===== src/rtl/round_robin_req_client.sv =====
// rtl/round_robin_req_client.sv - requester-side agent for a round-robin bus arbiter
//
// Each channel keeps its own queue of pending jobs. While work is pending it
// requests the bus. Once granted, it holds req for XFER_CYCLES cycles. It then
// drops req for exactly one cycle so the arbiter can rotate to another channel.
// The block also watches the grant vector and flags any grant that no
// well-behaved arbiter would produce.
//
// Ports
//   clk        in   1   rising-edge clock
//   rst        in   1   synchronous reset, active low
//   job_push   in   N   per-channel one-cycle pulse: enqueue one job
//   grant      in   N   one-hot grant from the arbiter
//   req        out  N   registered request to the arbiter
//   done       out  N   one-cycle pulse: channel finished a transfer
//   busy       out  N   channel is currently transferring
//   overflow   out  1   sticky: push arrived at a full pending counter
//   proto_err  out  1   sticky: illegal grant observed

module round_robin_req_client #(
   parameter int N           = 4,
   parameter int XFER_CYCLES = 3,
   parameter int CNT_W       = 3
) (
   input  logic         clk,
   input  logic         rst,
   input  logic [N-1:0] job_push,
   input  logic [N-1:0] grant,
   output logic [N-1:0] req,
   output logic [N-1:0] done,
   output logic [N-1:0] busy,
   output logic         overflow,
   output logic         proto_err
);

   localparam int XW = (XFER_CYCLES > 1) ? $clog2(XFER_CYCLES) : 1;
   localparam logic [XW-1:0]    XLOAD   = XW'(XFER_CYCLES - 1);
   localparam logic [CNT_W-1:0] CNT_MAX = '1;

   typedef enum logic [1:0] {
      IDLE = 2'd0,
      REQ  = 2'd1,
      XFER = 2'd2,
      REL  = 2'd3
   } state_t;

   logic [N-1:0] ovf_hit;
   logic [N-1:0] err_hit;
   logic         multi_grant;

   assign multi_grant = ($countones(grant) > 1);

   genvar i;
   generate
      for (i = 0; i < N; i++) begin : g_ch
         state_t           state, state_nx;
         logic [XW-1:0]    xcnt, xcnt_nx;
         logic [CNT_W-1:0] cnt, cnt_nx;
         logic             fin;
         logic             ovf_l;
         logic             req_q, busy_q, done_q;

         // Transfer sequencing
         always_comb begin
            state_nx = state;
            xcnt_nx  = xcnt;
            fin      = 1'b0;
            case (state)
               IDLE: begin
                  if (cnt != '0) state_nx = REQ;
               end
               REQ: begin
                  if (grant[i]) begin
                     state_nx = XFER;
                     xcnt_nx  = XLOAD;
                  end
               end
               XFER: begin
                  // Runs to completion even if the grant disappears;
                  // that case is only reported through proto_err.
                  if (xcnt == '0) begin
                     state_nx = REL;
                     fin      = 1'b1;
                  end else begin
                     xcnt_nx = xcnt - XW'(1);
                  end
               end
               REL: begin
                  // Going straight back to REQ keeps the release gap at one cycle.
                  state_nx = (cnt != '0) ? REQ : IDLE;
               end
               default: state_nx = IDLE;
            endcase
         end

         // Pending job counter. A push coinciding with a completion cancels out.
         always_comb begin
            cnt_nx = cnt;
            ovf_l  = 1'b0;
            if (job_push[i] && !fin) begin
               if (cnt == CNT_MAX) ovf_l  = 1'b1;
               else                cnt_nx = cnt + CNT_W'(1);
            end else if (!job_push[i] && fin) begin
               cnt_nx = cnt - CNT_W'(1);
            end
         end

         always_ff @(posedge clk) begin
            if (!rst) begin
               state  <= IDLE;
               xcnt   <= '0;
               cnt    <= '0;
               req_q  <= 1'b0;
               busy_q <= 1'b0;
               done_q <= 1'b0;
            end else begin
               state  <= state_nx;
               xcnt   <= xcnt_nx;
               cnt    <= cnt_nx;
               req_q  <= (state_nx == REQ) || (state_nx == XFER);
               busy_q <= (state_nx == XFER);
               done_q <= fin;
            end
         end

         assign req[i]     = req_q;
         assign busy[i]    = busy_q;
         assign done[i]    = done_q;
         assign ovf_hit[i] = ovf_l;
         assign err_hit[i] = (grant[i] && ((state == IDLE) || (state == REL))) ||
                             (!grant[i] && (state == XFER));
      end
   endgenerate

   always_ff @(posedge clk) begin
      if (!rst) begin
         overflow  <= 1'b0;
         proto_err <= 1'b0;
      end else begin
         if (|ovf_hit)                  overflow  <= 1'b1;
         if (multi_grant || (|err_hit)) proto_err <= 1'b1;
      end
   end

endmodule


===== config.mk =====
export PLATFORM = sky130hd
export DESIGN_NAME = round_robin_req_client
export DESIGN_NICKNAME = d
export VERILOG_FILES = /design/src/rtl/round_robin_req_client.sv
export SDC_FILE = /design/constraint.sdc
export NUM_CORES = 1
export LEC_CHECK = 0
export BUFFER_PORTS_ARGS = -buffer_cell sky130_fd_sc_hd__buf_2
export CAP_MARGIN = 0
export CORE_UTILIZATION = 30
export CTS_CLUSTER_DIAMETER = 150
export CTS_CLUSTER_SIZE = 20
export DETAILED_ROUTE_END_ITERATION = 16
export GPL_ROUTABILITY_DRIVEN = 0
export GPL_TIMING_DRIVEN = 1
export PLACE_DENSITY_LB_ADDON = 0.3
export SLEW_MARGIN = 20
export SYNTH_ARGS = -nofsm -noshare
export SYNTH_HDL_FRONTEND = slang
export SYNTH_SLANG_ARGS = --single-unit

===== constraint.sdc =====
create_clock -name clk -period 5.6 [get_ports clk]
set_input_delay 0.56 -clock clk [delete_from_list [all_inputs] [get_ports clk]]
set_output_delay 0.56 -clock clk [all_outputs]
set_load 0.1 [all_outputs]

==> summary.md, run 1 <==
| Metric | Value |
|---|---|
| Status | finished clean |
| Worst path slowest cell | dfxtp_1 |
| Row count | 33 |
| Skew final | 9.95 ps |
| Arrival time worst endpoint | 2240 ps |
| I/O Pins | 24 |
| Largest net degree at the start of global routing | 25 |
| Total Power | ~1.5 mW |
| Most used cell, CP | inv_1 |
| Avg WL per Cell | 12.4 um |
| Filler Cells Inserted | approximately 860 |
| Synthesized instance count | just under 300 |
| Kind of cell adding the most delay to the critical path | adder cells |
| CTS resizes | 0 |
| Register bit total from synthesis | 42 |
| Buf+Inv Stages, Crit Path | 2 |
| Clock Latency Late Sink | 300 ps |
| Initial Utilization | 31.2% |
| Compound-cell area share of the yosys netlist | 16.6% |
| Cell breakdown of the critical path | inv_1, ha_1, a21boi_2, inv_1, fa_1, xnor2_1, nand2_1, mux2i_1 |
| XOR/XNOR Fraction of Synth Area | 2.71% |
| Final Max Tran Viols | 0 |
| DRC | 0 |
| Synth area leaders | dfxtp_1 (33%), ha_1 (13%), nor2_1 (5.8%), fa_1 (3.9%), inv_1 (3.8%) |
| Post-synth EDFFs | 0 |
| Nets | around 350 |
| Simple-gate area share of the yosys netlist | 19.7% |
| Worst-margin pin slew | between 700 and 800 ps |
| Post-synth top cells | dfxtp_1 (42), nor2_1 (40), ha_1 (26), inv_1 (26), o21ai_0 (17) |
| Die H | 94.9 um |
| Max FO, Critical Path | 12 |
| WHS Path Cells | 2 |
| Area occupied by multi-input gates | 1520 sq um |
| First-pass GRT wire length | 8780 um |
| CTS tree | built |
| Crit. End Element | flop |
| Ant. Diodes | 0 |
| Final WL | 5120 um |
| Vias in the first global route | 1886 |
| Area of the mapped netlist | 2590 sq um |
| DRC marker count from the first detailed-route iteration | 65 |
| Most frequent cell after synthesis | dfxtp_1 |
| RR Startpoint | g_ch[2].state[0] |
| R2R cell count | 8 |
| Drt pass-1 iters | 4 |
| CP startpoint kind | flop |
| Number of H-tree levels | 2 |
| DP Wirelength | 3640 um |
| Reg-to-reg slack, setup | 3550 ps |
| Clk root buf | clkbuf_8 |
| Fin util | 34.3% |
| Via density | 4.77 |
| Hold endpoint | overflow |
| Via count | 1970 |
| Hold Violations, Final | 0 |
| Die Footprint | 9000 sq um |
| Clk sink count | 42 |
| Critical register-to-register path endpoint | g_ch[2].cnt[2] |
| Data required time of the worst path | 5790 ps |
| Core ar. | 8300 sq um |
| Largest family of logic cells by synthesized area | simple AND/OR/NAND/NOR gates |
| TritonCTS Buffers | 5 |
| Synthesized net count | 338 |
| Synth cell types | 41 |
| Worst hold start | overflow |
| Setup violations, final | 0 |
| Synth Area in Adders | roughly 16% |
| Period utilization | 36.7% |
| Leakage power | 1.25 nW |
| MaxCap Viol Count | 0 |
| Fmax | 487 MHz |
| Area added between synthesis and finish | 10.1% |
| Rel. slew slack | 46.8% |
| # Post-CTS Setup Buffers | 0 |
| Fraction of final layout cells sized beyond drive strength 1 | 15.6% |
| Synth warn | 0 |
| Min Tclk post-route | 2050 ps |
| Worst IR Drop VDD | 0.000279 V |
| Ys flop type | dfxtp_1 |
| Setup TNS | 0 ps |
| Die width | 94.9 um |
| Register area share after synthesis | about 33% |
| Hold crit path type | reg -> reg |
| Share of the synthesized area in the top cell type | between 30% and 40% |
| Critical Path Max Stage Delay | 400 ps |
| Pwr dens | 535 nW/um^2 |
| Critical path class | reg -> reg |
| Routed Antenna Nets | 0 |
| Post-synth top area cell | dfxtp_1 |
| CTS Buffer Depth | 2 |
| Mux cell area share after synthesis | 3.10% |
| Gr usage total | 12.4% |
| Reg clk slew, reported paths | 90 ps |
| Post-synth ARST share | 0% |
| Register area | 841 sq um |
| # port buffers | 23 |
| RSZ-0062 raised after global routing | no |
| Initial antenna violation count | 0 |
| Hold_buf cts | 0 |
| Syn avg cell area | 8.71 sq um |
| Global route total overflow | 0 |
[metrics by stage]
step                cells  hold WS [ps]  instance area, sq um  setup WS, ps
floorplan             297           462                  2590          3760
global placement      405           469                  2710          3590
detailed placement    405           470                  2710          3550
CTS                   413           486                  2850          3530
global route          413           518                  2850          3390
finish                413           475                  2850          3550
[kinds of logic after synthesis]
group	count (synthesis)
AND/OR/NAND/NOR	100
buffers and inverters	47
adder cells (fa/ha/maj)	31
AO/OA/AOI/OAI	61
flip-flops	42
multiplexers	8
XOR/XNOR	8
[final cells by class]
type                       count  share of cell area (%)
inverter                      27                    3.56
sequential                    42                    29.5
tap                          105                    4.61
timing repair buffer          23                    4.04
multi-input combinational    208                    53.3
clock inverter                 2                    2.11
clock buffer                   6                    2.90
[state kept, by name, indices dropped and copies added, names as in the netlist]
name	count
g_ch.cnt	12
g_ch.state	8
g_ch.xcnt	8
g_ch.busy_q	4
g_ch.done_q	4
g_ch.req_q	4
overflow	1
proto_err	1
[worst register-to-register path: cells and delay by family (launching register included)]
kind	cells	cell delay, ps
AO/OA/AOI/OAI	1	250
XOR/XNOR	1	170
adder cells (fa/ha/maj)	2	720
buffers and inverters	2	190
flip-flops	1	400
multiplexers	1	120
AND/OR/NAND/NOR	1	80
[worst max path at each step]
stage                           endpoint  depth (start not counted)              from  slack [ps]
after global placement    g_ch[2].cnt[2]                          8  g_ch[2].state[0]        3590
after detailed placement  g_ch[2].cnt[2]                          8  g_ch[2].state[0]        3550
final                     g_ch[2].cnt[2]                          8  g_ch[2].state[0]        3550
after floorplan           g_ch[3].cnt[2]                          9  g_ch[3].state[0]        3760
after CTS                 g_ch[2].cnt[2]                          8  g_ch[2].state[0]        3530
after global routing      g_ch[2].cnt[2]                          8  g_ch[2].state[0]        3390
[layout by cell type (no fill, tap or decap), drive strengths merged, types with 4 or more instances in the layout]
cell type and count:
dfxtp 42, nor2 40, inv 27, ha 26
buf 23, o21ai 21, a21oi 15, nand2 12
and3 10, and2 9, nor2b 8, mux2i 8
xnor2 7, clkbuf 6, nor3 5, a31oi 5
nand2b 5, fa 5, o22a 4, nand3b 4
[routing by layer]
metal,wire (um),up-vias,track usage [%]
li1,-,1011,-
met2,2370,30,20.6
met5,0,-,0
met4,76,0,4.17
met1,2510,922,15.9
met3,155,7,2.74
[where the power goes]
| part | internal, mW | switching [mW] | total, mW |
|---|---|---|---|
| clock network | 0.190 | 0.110 | 0.301 |
| registers | 0.388 | 0.0844 | 0.472 |
| logic | 0.275 | 0.475 | 0.750 |
| total | 0.853 | 0.670 | 1.52 |
Note: power is estimated with default switching activity, not from simulation.
==> run 2, diff against run 1 <==
- clock period: 5.6 -> 1.7 ns (I/O delays scaled with it)
==> summary.md, run 2 (synthesized netlist as in run 1, its figures left out) <==
| Metric | Value |
|---|---|
| Worst IR Drop VDD | 0.000741 V (+170%) |
| CTS Buffer Depth | 2 (unchanged) |
| CTS tree | built |
| Status | finished clean |
| RR Startpoint | g_ch[1].state[0] |
| Row count | 33 (unchanged) |
| Area added between synthesis and finish | 19.5% |
| Max reg flops | 12 (unchanged) |
| Leakage power | 1.36 nW (+8.6%) |
| Min Tclk post-route | 1640 ps (-416 ps) |
| Via density | 4.62 (-3.2%) |
| Placed cell area | 2910 sq um (+7.5%) |
| Drt pass-1 iters | 4 (unchanged) |
| Die H | 94.9 um (unchanged) |
| RSZ-0062 raised after global routing | yes |
| Arrival time worst endpoint | 1830 ps (-410 ps) |
| TritonCTS Buffers | 5 (unchanged) |
| Final Max Tran Viols | 0 (unchanged) |
| Period utilization | 96.3% (+60 points) |
| Max FO, Critical Path | 2 (-10) |
| First-pass GRT wire length | 8780 um (about the same) |
| Critical register-to-register path endpoint | g_ch[1].cnt[2] |
| Total Power | 5.05 mW (+230%) |
| Avg WL per Cell | 12.1 um (-2.4%) |
| Die Footprint | 9000 sq um (unchanged) |
| Hold Violations, Final | 0 (unchanged) |
| Initial antenna violation count | 0 (unchanged) |
| Setup violations, final | 0 (unchanged) |
| Pre-CTS setup slack | -29.4 ps (-3580 ps) |
| Critical path class | reg -> reg |
| I/O Pins | 24 (unchanged) |
| Clock Latency Late Sink | 290 ps (about the same) |
| # port buffers | 23 (unchanged) |
| Die width | 94.9 um (unchanged) |
| Setup TNS | 0 ps (unchanged) |
| Largest net degree at the start of global routing | 24 (-4.0%) |
| Post-placement cell count | 429 (+5.9%) |
| Via count | 2028 (+2.9%) |
| DRC | 0 (unchanged) |
| Final instance area | 3090 sq um (+8.6%) |
| Fmax | 611 MHz (+25%) |
| Filler Cells Inserted | 849 (-1.5%) |
| Gr usage total | 12.6% (+0.14 points) |
| Rel. slew slack | 67.7% (+21 points) |
| R2R cell count | 8 (unchanged) |
| Final worst slack | 62.7 ps (-3480 ps) |
| Skew final | 7.15 ps (-2.80 ps) |
| Global route total overflow | 0 (unchanged) |
| Fraction of final layout cells sized beyond drive strength 1 | 33.2% (+18 points) |
| Biggest regs | g_ch.cnt x12, g_ch.state x8, g_ch.xcnt x8 |
| DRC marker count from the first detailed-route iteration | 50 (-23%) |
| Layout Cells excl Fill | 439 (+6.3%) |
| MaxCap Viol Count | 0 (unchanged) |
| Reg-to-reg slack, setup | 60 ps (-3480 ps) |
| CP startpoint kind | flop |
| Commonest cells after routing, fill and taps aside | nor2_1 (40), dfxtp_1 (27), buf_4 (27), buf_2 (23), inv_1 (18) |
| Most common cell after layout, fill and taps aside | nor2_1 |
| Crit. End Element | flop |
| Routed Antenna Nets | 0 (unchanged) |
| Number of H-tree levels | 2 (unchanged) |
| Hold crit path type | in -> reg |
| Vias in the first global route | 1951 (+3.4%) |
| Worst hold start | grant[3] |
| Clk root buf | clkbuf_8 |
| Hold_buf cts | 0 (unchanged) |
| Pwr dens | 1630 nW/um^2 (+210%) |
| Ant. Diodes | 0 (unchanged) |
| Beginning of the critical path | g_ch[1].state[0] |
| Largest Register | g_ch.cnt |
| Reg clk slew, reported paths | 80 ps (about the same) |
| Initial Utilization | 31.2% (unchanged) |
| Final WL | 5310 um (+3.7%) |
| Core ar. | 8300 sq um (unchanged) |
| Nets | 375 (+7.8%) |
| Data required time of the worst path | 1890 ps (-3900 ps) |
| WHS Path Cells | 4 (+2) |
| Hold endpoint | proto_err |
| Clk sink count | 42 (unchanged) |
| DP Wirelength | 3780 um (+3.9%) |
| Worst-margin pin slew | 488 ps (-309 ps) |
[run 2: how the worst max path moves through the flow]
stage / to / slack [ps]
floorplan: g_ch[0].cnt[2] / 7
global placement: g_ch[3].cnt[2] / 20
detailed placement: g_ch[0].cnt[2] / -30
CTS: g_ch[2].cnt[2] / 3
global route: g_ch[1].cnt[2] / -50
finish: g_ch[1].cnt[2] / 60
[run 2: critical path, cell delays in order (launching register included)]
cell	delay, ps
dfxtp_2	340
inv_2	40
ha_2	180
a21boi_2	170
inv_2	70
fa_2	380
xnor2_2	160
nand2_1	80
mux2i_1	120
[run 2: what timing repair did]
action | 4_1_cts | 5_1_grt
pin swaps | 0 | 7
resized for setup | 4 | 32
setup buffers | 0 | 3
endpoints found under the hold margin | 0 | 0
setup endpoints to repair | 2 | 12
gates cloned | 0 | 0
[run 2: per-stage QoR]
step | util (%) | hold WS [ps]
6_report | 37.3 | 256
3_5_place_dp | 35.0 | 478
4_1_cts | 36.0 | 247
5_1_grt | 37.3 | 278
3_3_place_gp | 35.0 | 460
2_1_floorplan | - | 322
[run 2: layout make-up]
| class | count | area [sq um] | share of cell area, % |
|---|---|---|---|
| inverter | 27 | 101 | 3.28 |
| sequential | 42 | 865 | 28.0 |
| multi-input combinational | 208 | 1600 | 51.8 |
| timing repair buffer | 50 | 318 | 10.3 |
| clock buffer | 7 | 76.3 | 2.47 |
| tap | 105 | 131 | 4.25 |
[run 2: power by group]
part	internal [mW]	switching [mW]
combinational	1.20	1.66
sequential	1.31	0.257
clock	0.283	0.339
total	2.79	2.26
[run 2: layer usage]
layer / vias to the layer above / wire, um / track usage [%]
met3: 5 / 128 / 2.74
li1: 1067 / - / -
met2: 20 / 2520 / 21.3
met4: 0 / 62 / 4.92
met1: 936 / 2610 / 15.4
met5: - / 0 / 0
==> run 3, diff against run 2 <==
- CORE_UTILIZATION: 30 -> 53
==> summary.md, run 3 (synthesized netlist as in run 1, its figures left out) <==
| Metric | Value |
|---|---|
| TritonCTS Buffers | 5 (unchanged) |
| Max reg flops | 12 (unchanged) |
| Min Tclk post-route | 1640 ps (+3.13 ps) |
| CTS Buffer Depth | 2 (unchanged) |
| Largest net degree at the start of global routing | 24 (unchanged) |
| Max FO, Critical Path | 2 (unchanged) |
| Clk root buf | clkbuf_8 |
| Via count | 2061 (+1.6%) |
| I/O Pins | 24 (unchanged) |
| Leakage power | 1.36 nW (+0.41%) |
| First-pass GRT wire length | 8090 um (-7.9%) |
| Row count | 25 (-24%) |
| Worst Hold Slack | 224 ps (-32.4 ps) |
| Total Power | 5.15 mW (+1.9%) |
| Gr usage total | 19.8% (+7.2 points) |
| Worst-margin pin slew | 488 ps (+0.106 ps) |
| Hold crit path type | in -> reg |
| Clk sink count | 42 (unchanged) |
| Hold Violations, Final | 0 (unchanged) |
| Avg WL per Cell | 12.4 um (+2.1%) |
| Arrival time worst endpoint | 1870 ps (+40 ps) |
| Setup violations, final | 0 (unchanged) |
| Period utilization | 96.5% (+0.18 points) |
| Final Max Tran Viols | 0 (unchanged) |
| Fmax | 610 MHz (-0.19%) |
| Via density | 5.14 (+11%) |
| Routed Antenna Nets | 0 (unchanged) |
| Fraction of final layout cells sized beyond drive strength 1 | 33.2% (unchanged) |
| Initial antenna violation count | 0 (unchanged) |
| Most used cell, CP | inv_2 |
| Reg clk slew, reported paths | 80 ps (about the same) |
| Critical path class | reg -> reg |
| Global route total overflow | 0 (unchanged) |
| GR Util met3 | 4.50% (+1.8 points) |
| GRT Max-Usage Layer | met2 |
| Cell breakdown of the critical path | inv_2, ha_2, a21boi_2, inv_2, fa_2, xnor2_2, nand2_1, mux2i_1 |
| Die H | 71.9 um (-24%) |
| Worst IR Drop VDD | 0.00104 V (+40%) |
| CTS tree | built |
| Nets | 374 (-0.27%) |
| Drt pass-1 iters | 5 (+1) |
| Fin util | 64.7% (+27 points) |
| Pwr dens | 1680 nW/um^2 (+3.1%) |
| Most common cell after layout, fill and taps aside | nor2_1 |
| Die Footprint | 5160 sq um (-43%) |
| Crit. End Element | flop |
| Worst path slowest cell | fa_2 |
| Data required time of the worst path | 1930 ps (+40 ps) |
| Commonest cells after routing, fill and taps aside | nor2_1 (39), dfxtp_1 (29), buf_4 (26), buf_2 (23), inv_1 (20) |
| DP Wirelength | 3620 um (-4.3%) |
| M2 GR Usage | 34.1% (+13 points) |
| Status | finished clean |
| # Post-CTS Setup Buffers | 0 (unchanged) |
| Ant. Diodes | 0 (unchanged) |
| Number of H-tree levels | 2 (unchanged) |
| Critical Path Max Stage Delay | 380 ps (about the same) |
| MaxCap Viol Count | 0 (unchanged) |
| Filler Cells Inserted | 391 (-54%) |
| CP startpoint kind | flop |
| Biggest regs | g_ch.cnt x12, g_ch.state x8, g_ch.xcnt x8 |
| # port buffers | 23 (unchanged) |
| Core ar. | 4720 sq um (-43%) |
| DRC | 0 (unchanged) |
| Die width | 71.9 um (-24%) |
| Initial Utilization | 54.8% (+24 points) |
| Skew final | 12.0 ps (+4.84 ps) |
| Rel. slew slack | 67.7% (about the same) |
| Clock Latency Late Sink | 300 ps (about the same) |
| Area added between synthesis and finish | 18.2% |
| Vias in the first global route | 1870 (-4.2%) |
| DRC marker count from the first detailed-route iteration | 89 (+78%) |
| Grt met1 use | 25.0% (+9.6 points) |
| Hold_buf cts | 0 (unchanged) |
| Largest Register | g_ch.cnt |
| Final WL | 4960 um (-6.7%) |
-- run 3: worst paths after layout --
| kind | startpoint | cells after the start | slack [ps] | to |
|---|---|---|---|---|
| worst max-delay path | g_ch[1].state[0] | 8 | 60 | g_ch[1].cnt[2] |
| worst min-delay path | rst | 3 | 220 | g_ch[3].xcnt[1] |
| worst max register to register | g_ch[1].state[0] | 8 | 60 | g_ch[1].cnt[2] |
| worst min register to register | overflow | 2 | 470 | overflow |
-- run 3: metal layers --
| layer | part of all wire, % | up-vias |
|---|---|---|
| li1 | - | 1071 |
| met1 | 47 | 965 |
| met2 | 50 | 21 |
| met3 | 2.3 | 4 |
| met4 | 0.81 | 0 |
| met5 | 0 | - |
-- run 3: metrics by stage --
| step | cells | cell area, sq um | TNS, ps | setup slack, ps |
|---|---|---|---|---|
| after floorplan | 297 | 2610 | 0 | 6.57 |
| after global placement | 393 | 2880 | 0 | 21.6 |
| after detailed placement | 393 | 2880 | -26.2 | -26.2 |
| after CTS | 401 | 2970 | 0 | 0.692 |
| after global routing | 401 | 3060 | -37.3 | -22.7 |
| final | 401 | 3060 | 0 | 59.6 |
-- run 3: power by group --
part           total, mW  internal [mW]  leakage, nW  switching [mW]
registers           1.54           1.30        0.350           0.243
logic               2.94           1.23        0.963            1.71
clock network      0.670          0.328       0.0482           0.342
total               5.15           2.85         1.36            2.29
-- run 3: cell type report --
type	count	area, sq um	share of cell area (%)
clock buffers	7	86.3	2.82
inverters	27	101	3.32
clock inverters	1	5.00	0.164
multi-input cells	208	1610	52.8
flip-flops and latches	42	857	28.0
well taps	67	83.8	2.74
repair buffers	49	310	10.2
-- run 3: critical path: cells and delay by family (launching register included) --
family,cells,cell delay [ps]
adder cells (fa/ha/maj),2,570
AND/OR/NAND/NOR,1,70
flip-flops,1,340
AO/OA/AOI/OAI,1,180
XOR/XNOR,1,140
buffers and inverters,2,110
multiplexers,1,170
-- run 3: repair_timing --
item                                    in CTS  in global routing
gates resized for setup                      3                 30
endpoints found under the setup margin       2                 12
pin swaps                                    1                 10
cloned                                       0                  0
